<file path="config.mk">
export PLATFORM = sky130hd
export DESIGN_NAME = ibus_line_buffer_flat
export DESIGN_NICKNAME = d
export VERILOG_FILES = /design/src/rtl/ibus_line_buffer_if.sv /design/src/rtl/ibus_line_buffer.sv /design/src/flat_wrapper.sv
export SDC_FILE = /design/constraint.sdc
export NUM_CORES = 1
export LEC_CHECK = 0
export CAP_MARGIN = 20
export CORE_ASPECT_RATIO = 0.7
export CORE_MARGIN = 1
export CORE_UTILIZATION = 50
export CTS_BUF_LIST = sky130_fd_sc_hd__clkbuf_4 sky130_fd_sc_hd__clkbuf_8 sky130_fd_sc_hd__clkbuf_16
export CTS_CLUSTER_DIAMETER = 40
export DETAILED_ROUTE_END_ITERATION = 12
export GPL_ROUTABILITY_DRIVEN = 0
export HOLD_SLACK_MARGIN = 0.02
export MAX_ROUTING_LAYER = met4
export PLACE_DENSITY = 0.9
export SLEW_MARGIN = 10
export SYNTH_ARGS = -nofsm -noshare
export SYNTH_HDL_FRONTEND = slang
export SYNTH_SLANG_ARGS = --single-unit
</file>
<file path="constraint.sdc">
create_clock -name clk -period 13.48 [get_ports clk]
set_input_delay 2.022 -clock clk [delete_from_list [all_inputs] [get_ports clk]]
set_output_delay 2.022 -clock clk [all_outputs]
set_load 0.005 [all_outputs]
</file>
<file path="src/rtl/ibus_line_buffer_if.sv">
// Bus bundle for the instruction line buffer: the fetch-side ibus request/response
// and the memory-side cbus burst request/response. The slave modport is the buffer's view.
interface ibus_line_buffer_if;
  logic        ireq_valid;
  logic [63:0] ireq_addr;
  logic        iresp_addr_ok;
  logic        iresp_data_ok;
  logic [31:0] iresp_data;
  logic        creq_valid;
  logic        creq_is_write;
  logic [2:0]  creq_size;
  logic [63:0] creq_addr;
  logic [7:0]  creq_strobe;
  logic [63:0] creq_data;
  logic [7:0]  creq_len;
  logic [1:0]  creq_burst;
  logic        cresp_ready;
  logic        cresp_last;
  logic [63:0] cresp_data;

  modport master (
    output ireq_valid, ireq_addr, cresp_ready, cresp_last, cresp_data,
    input  iresp_addr_ok, iresp_data_ok, iresp_data,
    input  creq_valid, creq_is_write, creq_size, creq_addr, creq_strobe,
           creq_data, creq_len, creq_burst
  );

  modport slave (
    input  ireq_valid, ireq_addr, cresp_ready, cresp_last, cresp_data,
    output iresp_addr_ok, iresp_data_ok, iresp_data,
    output creq_valid, creq_is_write, creq_size, creq_addr, creq_strobe,
           creq_data, creq_len, creq_burst
  );
endinterface

</file>
<file path="src/rtl/ibus_line_buffer.sv">
// Single-line instruction fetch buffer: zero-wait hits from one cached line,
// refilled over a cbus INCR burst read whenever a fetch misses.
module ibus_line_buffer #(
  parameter int BEATS = 4
) (
  input  logic              clk,
  input  logic              resetn,
  input  logic              flush,
  ibus_line_buffer_if.slave bus
);
  localparam int CW  = $clog2(BEATS);
  localparam int OFS = CW + 3;
  localparam logic [2:0] MSIZE8         = 3'd3;
  localparam logic [7:0] MLEN_LINE      = 8'(BEATS - 1);
  localparam logic [1:0] AXI_BURST_INCR = 2'b01;

  typedef enum logic {S_IDLE, S_FILL} state_t;

  state_t        r_state;
  state_t        w_next;
  logic [63:0]   r_line [BEATS];
  logic [63:OFS] r_tag;
  logic [63:OFS] r_fill_tag;
  logic          r_lvalid;
  logic          r_pend_inv;
  logic [CW-1:0] r_cnt;
  logic          w_hit;
  logic          w_miss;
  logic          w_beat;
  logic          w_last;
  logic [63:0]   w_rbeat;
  logic [31:0]   w_rword;
  logic          w_unused;

  assign w_hit    = r_lvalid && (r_tag == bus.ireq_addr[63:OFS]);
  assign w_miss   = (r_state == S_IDLE) && bus.ireq_valid && !w_hit;
  assign w_beat   = (r_state == S_FILL) && bus.cresp_ready;
  assign w_last   = w_beat && bus.cresp_last;
  assign w_rbeat  = r_line[bus.ireq_addr[OFS-1:3]];
  assign w_rword  = bus.ireq_addr[2] ? w_rbeat[63:32] : w_rbeat[31:0];
  // PC alignment is fetch's job; the low address bits are deliberately ignored.
  assign w_unused = ^bus.ireq_addr[1:0];

  always_ff @(posedge clk or negedge resetn) begin
    if (!resetn) begin
      r_state <= S_IDLE;
    end else begin
      r_state <= w_next;
    end
  end

  always_comb begin
    w_next            = r_state;
    bus.iresp_addr_ok = 1'b0;
    bus.iresp_data_ok = 1'b0;
    bus.iresp_data    = '0;
    bus.creq_valid    = 1'b0;
    bus.creq_is_write = 1'b0;
    bus.creq_size     = '0;
    bus.creq_addr     = '0;
    bus.creq_strobe   = '0;
    bus.creq_data     = '0;
    bus.creq_len      = '0;
    bus.creq_burst    = '0;
    case (r_state)
      S_IDLE: begin
        if (bus.ireq_valid) begin
          if (w_hit) begin
            bus.iresp_addr_ok = 1'b1;
            bus.iresp_data_ok = 1'b1;
            bus.iresp_data    = w_rword;
          end else begin
            w_next = S_FILL;
          end
        end
      end
      S_FILL: begin
        bus.creq_valid = 1'b1;
        bus.creq_size  = MSIZE8;
        bus.creq_addr  = {r_fill_tag, {OFS{1'b0}}};
        bus.creq_len   = MLEN_LINE;
        bus.creq_burst = AXI_BURST_INCR;
        if (w_last) begin
          w_next = S_IDLE;
        end
      end
      default: w_next = S_IDLE;
    endcase
  end

  // A flush arriving mid-burst is remembered so the completed line is born invalid.
  always_ff @(posedge clk or negedge resetn) begin
    if (!resetn) begin
      r_lvalid   <= 1'b0;
      r_pend_inv <= 1'b0;
      r_cnt      <= '0;
    end else if (r_state == S_IDLE) begin
      if (flush) begin
        r_lvalid <= 1'b0;
      end
      if (w_miss) begin
        r_cnt <= '0;
      end
    end else begin
      if (flush) begin
        r_pend_inv <= 1'b1;
      end
      if (w_beat) begin
        r_cnt <= r_cnt + 1'b1;
      end
      if (w_last) begin
        r_lvalid   <= !(r_pend_inv || flush);
        r_pend_inv <= 1'b0;
      end
    end
  end

  always_ff @(posedge clk) begin
    if (w_miss) begin
      r_fill_tag <= bus.ireq_addr[63:OFS];
    end
    if (w_beat) begin
      r_line[r_cnt] <= bus.cresp_data;
    end
    if (w_last) begin
      r_tag <= r_fill_tag;
    end
  end
endmodule

</file>
<file path="src/flat_wrapper.sv">
// flat-port wrapper written by rule: the top's interface ports become plain ports
module ibus_line_buffer_flat 
#(
  parameter int BEATS = 4
)
  (clk, resetn, flush, bus_ireq_valid, bus_ireq_addr, bus_cresp_ready, bus_cresp_last, bus_cresp_data, bus_iresp_addr_ok, bus_iresp_data_ok, bus_iresp_data, bus_creq_valid, bus_creq_is_write, bus_creq_size, bus_creq_addr, bus_creq_strobe, bus_creq_data, bus_creq_len, bus_creq_burst);
  ibus_line_buffer_if bus_i ();
  input  logic clk;
  input  logic resetn;
  input  logic flush;
  input wire logic [$bits(bus_i.ireq_valid)-1:0] bus_ireq_valid;
  input wire logic [$bits(bus_i.ireq_addr)-1:0] bus_ireq_addr;
  input wire logic [$bits(bus_i.cresp_ready)-1:0] bus_cresp_ready;
  input wire logic [$bits(bus_i.cresp_last)-1:0] bus_cresp_last;
  input wire logic [$bits(bus_i.cresp_data)-1:0] bus_cresp_data;
  output wire logic [$bits(bus_i.iresp_addr_ok)-1:0] bus_iresp_addr_ok;
  output wire logic [$bits(bus_i.iresp_data_ok)-1:0] bus_iresp_data_ok;
  output wire logic [$bits(bus_i.iresp_data)-1:0] bus_iresp_data;
  output wire logic [$bits(bus_i.creq_valid)-1:0] bus_creq_valid;
  output wire logic [$bits(bus_i.creq_is_write)-1:0] bus_creq_is_write;
  output wire logic [$bits(bus_i.creq_size)-1:0] bus_creq_size;
  output wire logic [$bits(bus_i.creq_addr)-1:0] bus_creq_addr;
  output wire logic [$bits(bus_i.creq_strobe)-1:0] bus_creq_strobe;
  output wire logic [$bits(bus_i.creq_data)-1:0] bus_creq_data;
  output wire logic [$bits(bus_i.creq_len)-1:0] bus_creq_len;
  output wire logic [$bits(bus_i.creq_burst)-1:0] bus_creq_burst;
  assign bus_i.ireq_valid = bus_ireq_valid;
  assign bus_i.ireq_addr = bus_ireq_addr;
  assign bus_i.cresp_ready = bus_cresp_ready;
  assign bus_i.cresp_last = bus_cresp_last;
  assign bus_i.cresp_data = bus_cresp_data;
  assign bus_iresp_addr_ok = bus_i.iresp_addr_ok;
  assign bus_iresp_data_ok = bus_i.iresp_data_ok;
  assign bus_iresp_data = bus_i.iresp_data;
  assign bus_creq_valid = bus_i.creq_valid;
  assign bus_creq_is_write = bus_i.creq_is_write;
  assign bus_creq_size = bus_i.creq_size;
  assign bus_creq_addr = bus_i.creq_addr;
  assign bus_creq_strobe = bus_i.creq_strobe;
  assign bus_creq_data = bus_i.creq_data;
  assign bus_creq_len = bus_i.creq_len;
  assign bus_creq_burst = bus_i.creq_burst;
  ibus_line_buffer #(.BEATS(BEATS)) u_core (.clk(clk), .resetn(resetn), .flush(flush), .bus(bus_i));
endmodule
</file>
==> results.cfg, run 1 <==
[detailed_routing]
drc = 0
ant_nets = 0
first_pass_iters = 5
routedWlPerCell_um = 20.6
drt-initial-drc-count = 494
vias = 7685
routed_wl_mm = 30.9
avgViaCountPerCell = 5.11

[logic_synthesis]
synth_area_um2 = 15400
syn_avg_cell_area_um2 = 18.9
synthDistinctLibCells = 38
synth_top_area_frac = 0.731
yosysTopAreaCell = edfxtp_1
async_reset_ff_frac = 0.0132
synth_flop_cell = edfxtp_1
netlist_top_cells_area = edfxtp_1, mux4_2, buf_4, and2_1, mux2i_1
synthCells = 815
ys_seq_area_frac = 0.739
synth-edff-count = 374
yosysWarningCount = 0
ys_ff_latch = 379

[clock_network]
ctsHtreeMaxLevel = 2
cts_tree = built
cts_buffers = 40
worstSkewPairLatency_ns = 0.53
numClockSinks = 379
ctsLongestPathBuffers = 3
holdBufCountCts = 0
post_cts.repair.setup_buffers = 0
path_clk_slew_ns = 0.06
cts.repair.resized = 0
cts-root-buf = clkbuf_16

[worst_setup_path]
worst_setup_path_end_kind = output pin
critPathArrivalTime_ns = 6.10
critPathMaxFanout = 33
critical_path_class = primary input to output pin
ff2ff_path_depth = 6
start_kind = primary input
crit_required_ns = 11.46

[cells_and_area]
fin_cells = 1505
final_cell_mix = edfxtp_1, clkdlybuf4s50_1, conb_1, mux4_2, and2_1
fin_nets = 1196
fillCellCount = 2081
area_growth_pct = 23.9
multiInputGateArea_um2 = 3480
seqCellArea_um2 = 11400
mostFrequentLayoutCell = edfxtp_1
drive_above_1_share = 0.139

[run_status]
status = finished, final reports clean

[sta]
layout_setup_ws_ns = 5.36
slew_headroom = 0.301
tightestPinTransition_ns = 1.04
max_freq_ghz = 0.123
maxSlewViolCount = 0
fin_crit_ns = 8.12
finalHoldViolCount = 0
period_share = 0.603
rsz0062_at_grt = false
setup_tns_ns = 0
clock-skew-final_ns = 0.0175
setup_violations = 0

[pwr]
power.density_nw_per_um2 = 163
p_comb_frac = 0.164
seqPwrFrac = 0.494
swShare = 0.240
p_sw_mw = 0.745
p_clk_frac = 0.342
p_total_mw = 3.11
peakVddDrop_mv = 0.117
leakagePower_nw = 6.48
intPower_mw = 2.36

[global_routing]
grt_pass1_vias = 8250
antenna_found_initial = 3
grt_pass1_wl_mm = 46.1
track_usage = 0.204
overflow = 0
grt_max_degree = 76

[hold_path]
hp-class = flip-flop to flip-flop
min_path_cells = 0

[place]
pre_cts_ws_ns = 5.36
placedCellCount = 1428
dp_hpwl_mm = 19.0
port-buffer-count = 230

[floorplanning]
initial_utilization = 0.511
die_h_um = 149
row_count = 53
die_area_um2 = 31500
core_area_um2 = 30100
die_w_um = 212
boundaryPins = 319

[flow_run]
cap_violations = 0
[final cells by class]
cell class	count	area share
sequential	379	0.596
multi-input combinational	386	0.183
timing repair buffer	236	0.123
clock buffer	52	0.0591
tap	412	0.0271
clock inverter	22	0.00880
inverter	15	0.00296
antenna	3	0.000394
[logic make-up after synthesis]
family	share of synthesized area
AOI/OAI and AO/OA	0.00887
xor gates and xnor gates	0.0234
adders and majority gates	0.00326
buffers and inverters	0.0574
DFF	0.739
muxes	0.115
other	0.000244
and+or+nand+nor	0.0534
[metrics by stage]
step / hold slack, ns / instance area (um2) / util
after floorplan: 0.418 / 15700 / -
after global placement: 0.423 / 17700 / 0.589
after detailed placement: 0.428 / 17700 / 0.589
after CTS: 0.441 / 19000 / 0.632
after global routing: 0.446 / 19000 / 0.633
final: 0.442 / 19000 / 0.633
[path summary, 6_finish.rpt]
check,startpoint,slack [ns],to
min,u_core.r_fill_tag[17],0.44,u_core.r_tag[17]
max,bus_ireq_addr[29],5.36,bus_iresp_data[24]
max in group asynchronous,resetn,11.56,u_core.r_cnt[0]
min in group asynchronous,resetn,1.72,u_core.r_lvalid
max reg2reg,u_core.r_tag[29],10.64,u_core.r_fill_tag[11]
min reg2reg,u_core.r_fill_tag[17],0.44,u_core.r_tag[17]
[critical path, cell delays in order]
cell             delay [ns]
clkdlybuf4s50_1        0.44
xor2_1                 0.17
nor4_1                 0.59
nand3_1                0.17
nor4_1                 0.66
nand3b_2               0.95
nor2_1                 0.51
clkdlybuf4s50_1        0.57
[cells in the mapped netlist (4+ instances only)]
cell	n
and3_1	4
mux2i_1	32
nand2b_1	7
nand4_1	8
edfxtp_1	374
buf_2	6
clkbuf_1	15
ha_1	4
buf_1	4
buf_4	92
mux4_2	64
o22ai_1	4
and2_1	59
nor2b_1	15
dfrtp_1	5
nor2_1	34
inv_1	12
nand3_1	4
xnor2_1	29
nor4_1	4
xor2_1	12
[state kept, by name, summed over array words and instances, names as in the netlist]
signal,cells
u_core.r_lvalid,1
u_core.r_pend_inv,1
u_core.r_line,256
u_core.r_state,1
u_core.r_tag,59
u_core.r_fill_tag,59
u_core.r_cnt,2
[power by group through the flow]
stage / Sequential, mW / Clock (mW) / Combinational, mW
floorplan: 1.55 / 0 / 0.270
global placement: 1.55 / 0 / 0.502
detailed placement: 1.56 / 0 / 0.513
CTS: 1.54 / 1.08 / 0.519
global route: 1.55 / 1.13 / 0.549
finish: 1.54 / 1.06 / 0.509
[metal layers]
metal | vias to the layer above | global-route usage | part of all wire
met3 | 45 | 0.0484 | 0.065
met2 | 283 | 0.332 | 0.50
met1 | 3903 | 0.254 | 0.41
met4 | 0 | 0.0638 | 0.022
li1 | 3454 | - | -
met5 | - | - | 0
No activity file was read; power rests on OpenSTA's default activity.
==> inputs of run 2 (changes only) <==
==> constraint.sdc (replaced) <==
create_clock -name clk -period 8.07 [get_ports clk]
set_input_delay 1.2105 -clock clk [delete_from_list [all_inputs] [get_ports clk]]
set_output_delay 1.2105 -clock clk [all_outputs]
set_load 0.005 [all_outputs]
==> results.cfg, run 2 (synthesis gave the netlist of run 1 again) <==
[run_status]
status = finished, final reports clean

[global_routing]
grt_max_degree = 76
antenna_found_initial = 2
overflow = 0
grt_pass1_vias = 7928
track_usage = 0.204
grt_pass1_wl_mm = 46.2

[sta]
period_share = 0.725
tightestPinTransition_ns = 1.03
finalHoldViolCount = 0
max_freq_ghz = 0.171
setup_tns_ns = 0
rsz0062_at_grt = false
setup_violations = 0
holdWs_ns = 0.441
layout_setup_ws_ns = 2.22
fin_crit_ns = 5.85
maxSlewViolCount = 0
slew_headroom = 0.316
clock-skew-final_ns = 0.0163

[place]
port-buffer-count = 230
dp_hpwl_mm = 19.0
pre_cts_ws_ns = 2.28

[clock_network]
post_cts.repair.setup_buffers = 0
holdBufCountCts = 0
numClockSinks = 379
cts.repair.resized = 0
path_clk_slew_ns = 0.06
cts_tree = built
cts-root-buf = clkbuf_16
cts_buffers = 40
ctsLongestPathBuffers = 3
ctsHtreeMaxLevel = 2
worstSkewPairLatency_ns = 0.52

[cells_and_area]
fin_nets = 1197
regMostFlops = u_core.r_line
final_cell_mix = edfxtp_1, clkdlybuf4s50_1, conb_1, mux4_2, and2_1
mostFrequentLayoutCell = edfxtp_1
top_regs = u_core.r_line x256, u_core.r_fill_tag x59, u_core.r_tag x59
area_growth_pct = 23.5
final_util = 0.630
drive_above_1_share = 0.133
largest_reg_flops = 256

[detailed_routing]
drc = 0
vias = 7718
routed_wl_mm = 31.1
first_pass_iters = 4
drt-initial-drc-count = 486
avgViaCountPerCell = 5.15
ant_nets = 0
routedWlPerCell_um = 20.7

[worst_setup_path]
critPathMaxFanout = 33
start_kind = primary input
critPathArrivalTime_ns = 4.64
cp-endpoint = bus_iresp_data[9]
crit_required_ns = 6.86
worst_setup_path_end_kind = output pin
timing.rr.end = u_core.r_state
critical_path_class = primary input to output pin
ff2ff_setup_slack_ns = 5.10
setup.worst_path.start = bus_ireq_addr[29]
crit-reg2reg-launch = u_core.r_tag[29]
ff2ff_path_depth = 7

[hold_path]
min_path_cells = 0
hp-class = flip-flop to flip-flop

[floorplanning]
die_w_um = 212
die_h_um = 149
die_area_um2 = 31500
core_area_um2 = 30100
row_count = 53
initial_utilization = 0.511
boundaryPins = 319

[pwr]
p_total_mw = 5.13
power.density_nw_per_um2 = 270
peakVddDrop_mv = 0.310
leakagePower_nw = 6.44

[flow_run]
cap_violations = 0
==> run 2: changes by cell type in the layout (fill, tap and decap cells not counted) <==
cell	change
clkbuf_4	-4
inv_6	+2
clkbuf_16	-1
clkinv_8	-1
buf_4	+1
inv_8	+1
clkinv_1	+3
clkinv_2	-2
clkinv_4	-5
diode_2	-1
clkinvlp_4	+2
==> run 2: critical path, stage by stage <==
cell and delay [ns]:
clkdlybuf4s50_1 0.46, xor2_1 0.18, nor4_1 0.63, nand3_1 0.18, nor4_1 0.72, nand3b_2 0.14
buf_4 0.32, nor2_1 0.24, clkdlybuf4s50_1 0.53
==> run 2: worst min path at each step <==
stage,end,from
floorplan,u_core.r_tag[10],u_core.r_fill_tag[10]
global placement,u_core.r_tag[35],u_core.r_fill_tag[35]
detailed placement,u_core.r_tag[26],u_core.r_fill_tag[26]
CTS,u_core.r_tag[10],u_core.r_fill_tag[10]
global route,u_core.r_tag[46],u_core.r_fill_tag[46]
finish,u_core.r_tag[26],u_core.r_fill_tag[26]
==> run 2: final cells by class <==
cell class | count | area (um2)
Tap cell | 412 | 515
Antenna cell | 2 | 5.00
Fill cell | 2125 | 11100
Clock buffer | 47 | 1070
Clock inverter | 22 | 153
Multi-Input combinational cell | 386 | 3480
Timing Repair Buffer | 237 | 2340
Inverter | 15 | 56.3
Sequential cell | 379 | 11400
==> run 2: stage by stage <==
| step | cell area (um2) | instances |
|---|---|---|
| 2_1_floorplan | 15700 | 900 |
| 3_3_place_gp | 17800 | 1429 |
| 3_5_place_dp | 17800 | 1429 |
| 4_1_cts | 19000 | 1498 |
| 5_1_grt | 19000 | 1500 |
| 6_report | 19000 | 1500 |
==> run 2: layer usage <==
metal	share of wire	vias up	GRT usage
met5	0	-	-
met4	0.023	0	0.0612
met3	0.067	54	0.0458
met2	0.51	300	0.333
met1	0.40	3909	0.257
li1	-	3455	-
==> run 2: report_power, final <==
part           internal, mW  total [mW]  switching [mW]
registers              2.49        2.57          0.0785
clock network         0.986        1.71           0.727
logic                 0.425       0.853           0.428
==> inputs of run 3 (changes only) <==
==> constraint.sdc (replaced) <==
create_clock -name clk -period 6.06 [get_ports clk]
set_input_delay 0.909 -clock clk [delete_from_list [all_inputs] [get_ports clk]]
set_output_delay 0.909 -clock clk [all_outputs]
set_load 0.005 [all_outputs]
==> results.cfg, run 3 (synthesis gave the netlist of run 1 again) <==
[sta]
layout_setup_ws_ns = 1.00
setup_violations = 0
rsz0062_at_grt = false
slew_headroom = 0.315
period_share = 0.834
fin_crit_ns = 5.06
setup_tns_ns = 0
maxSlewViolCount = 0
max_freq_ghz = 0.198
finalHoldViolCount = 0
clock-skew-final_ns = 0.0192
tightestPinTransition_ns = 1.03
holdWs_ns = 0.440

[cells_and_area]
fin_nets = 1199
regMostFlops = u_core.r_line
largest_reg_flops = 256
area_growth_pct = 23.9
fin_cells = 1505
drive_above_1_share = 0.140
mostFrequentLayoutCell = edfxtp_1
top_regs = u_core.r_line x256, u_core.r_fill_tag x59, u_core.r_tag x59
fillCellCount = 2063
final_cell_mix = edfxtp_1, clkdlybuf4s50_1, conb_1, mux4_2, and2_1
finalInstanceArea_um2 = 19000
final_util = 0.633

[detailed_routing]
avgViaCountPerCell = 5.14
ant_nets = 0
routedWlPerCell_um = 20.5
drc = 0
first_pass_iters = 7
drt-initial-drc-count = 536
vias = 7735
routed_wl_mm = 30.9

[pwr]
power.density_nw_per_um2 = 362
leakagePower_nw = 6.47
peakVddDrop_mv = 0.245
p_total_mw = 6.89

[clock_network]
path_clk_slew_ns = 0.06
cts.repair.resized = 0
cts_buffers = 41
cts_tree = built
ctsLongestPathBuffers = 3
cts-root-buf = clkbuf_16
post_cts.repair.setup_buffers = 0
ctsHtreeMaxLevel = 2
numClockSinks = 379
holdBufCountCts = 0
worstSkewPairLatency_ns = 0.53

[global_routing]
grt_max_degree = 76
antenna_found_initial = 3
overflow = 0
grt_pass1_wl_mm = 47.0
track_usage = 0.208
grt_pass1_vias = 8156

[floorplanning]
core_area_um2 = 30100
die_area_um2 = 31500
row_count = 53
boundaryPins = 319
die_w_um = 212
die_h_um = 149
initial_utilization = 0.511

[worst_setup_path]
path_cells = clkdlybuf4s50_1 -> xor2_1 -> nor4_1 -> nand3_1 -> nor4_1 -> nand3b_2 -> buf_4 -> nor2_1 -> clkdlybuf4s50_1
cp.buffers_inverters = 3
setup.worst_path.start = bus_ireq_addr[29]
worst_setup_path_end_kind = output pin
path_depth = 9
critical_path_class = primary input to output pin
ff2ff_setup_slack_ns = 3.16
timing.rr.end = u_core.r_fill_tag[11]
ff2ff_path_depth = 6
critPathMaxFanout = 33
crit_required_ns = 5.15
cpPeakStageDelay_ns = 0.73
path_delay_family = simple AND/OR/NAND/NOR gates
critical_path.slowest_cell = nor4_1
crit-reg2reg-launch = u_core.r_tag[29]
cp-endpoint = bus_iresp_data[18]
start_kind = primary input
critPathArrivalTime_ns = 4.15

[flow_run]
cap_violations = 0

[place]
pre_cts_ws_ns = 0.999
place_area_um2 = 17800
port-buffer-count = 230
placedCellCount = 1430
dp_hpwl_mm = 19.4

[hold_path]
hp-class = flip-flop to flip-flop

[run_status]
status = finished, final reports clean
[run 3: final cells by class]
class | instances | area, um2 | area share
Inverter | 15 | 56.3 | 0.00296
Clock buffer | 48 | 1110 | 0.0585
Tap cell | 412 | 515 | 0.0271
Multi-Input combinational cell | 386 | 3480 | 0.183
Clock inverter | 24 | 156 | 0.00821
Timing Repair Buffer | 238 | 2360 | 0.124
Sequential cell | 379 | 11400 | 0.596
Antenna cell | 3 | 7.51 | 0.000394
[run 3: how the worst min path moves through the flow]
stage	from	end	slack, ns	cells after the start
floorplan	u_core.r_fill_tag[10]	u_core.r_tag[10]	0.42	0
global placement	u_core.r_fill_tag[7]	u_core.r_tag[7]	0.42	0
detailed placement	u_core.r_fill_tag[38]	u_core.r_tag[38]	0.43	0
CTS	u_core.r_fill_tag[6]	u_core.r_tag[6]	0.44	0
global route	u_core.r_fill_tag[43]	u_core.r_tag[43]	0.45	0
finish	u_core.r_fill_tag[15]	u_core.r_tag[15]	0.44	0
[run 3: layer usage]
layer,wire [um],track usage,part of all wire,up-vias
met2,15600,0.330,0.51,279
li1,-,-,-,3461
met4,592,0.0627,0.019,0
met5,0,-,0,-
met1,12800,0.272,0.41,3948
met3,1910,0.0441,0.062,47
[run 3: power breakdown]
part           total, mW  internal [mW]  switching (mW)
combinational       1.14          0.568           0.574
sequential          3.42           3.31           0.105
clock               2.33           1.33            1.00
total               6.89           5.21            1.68
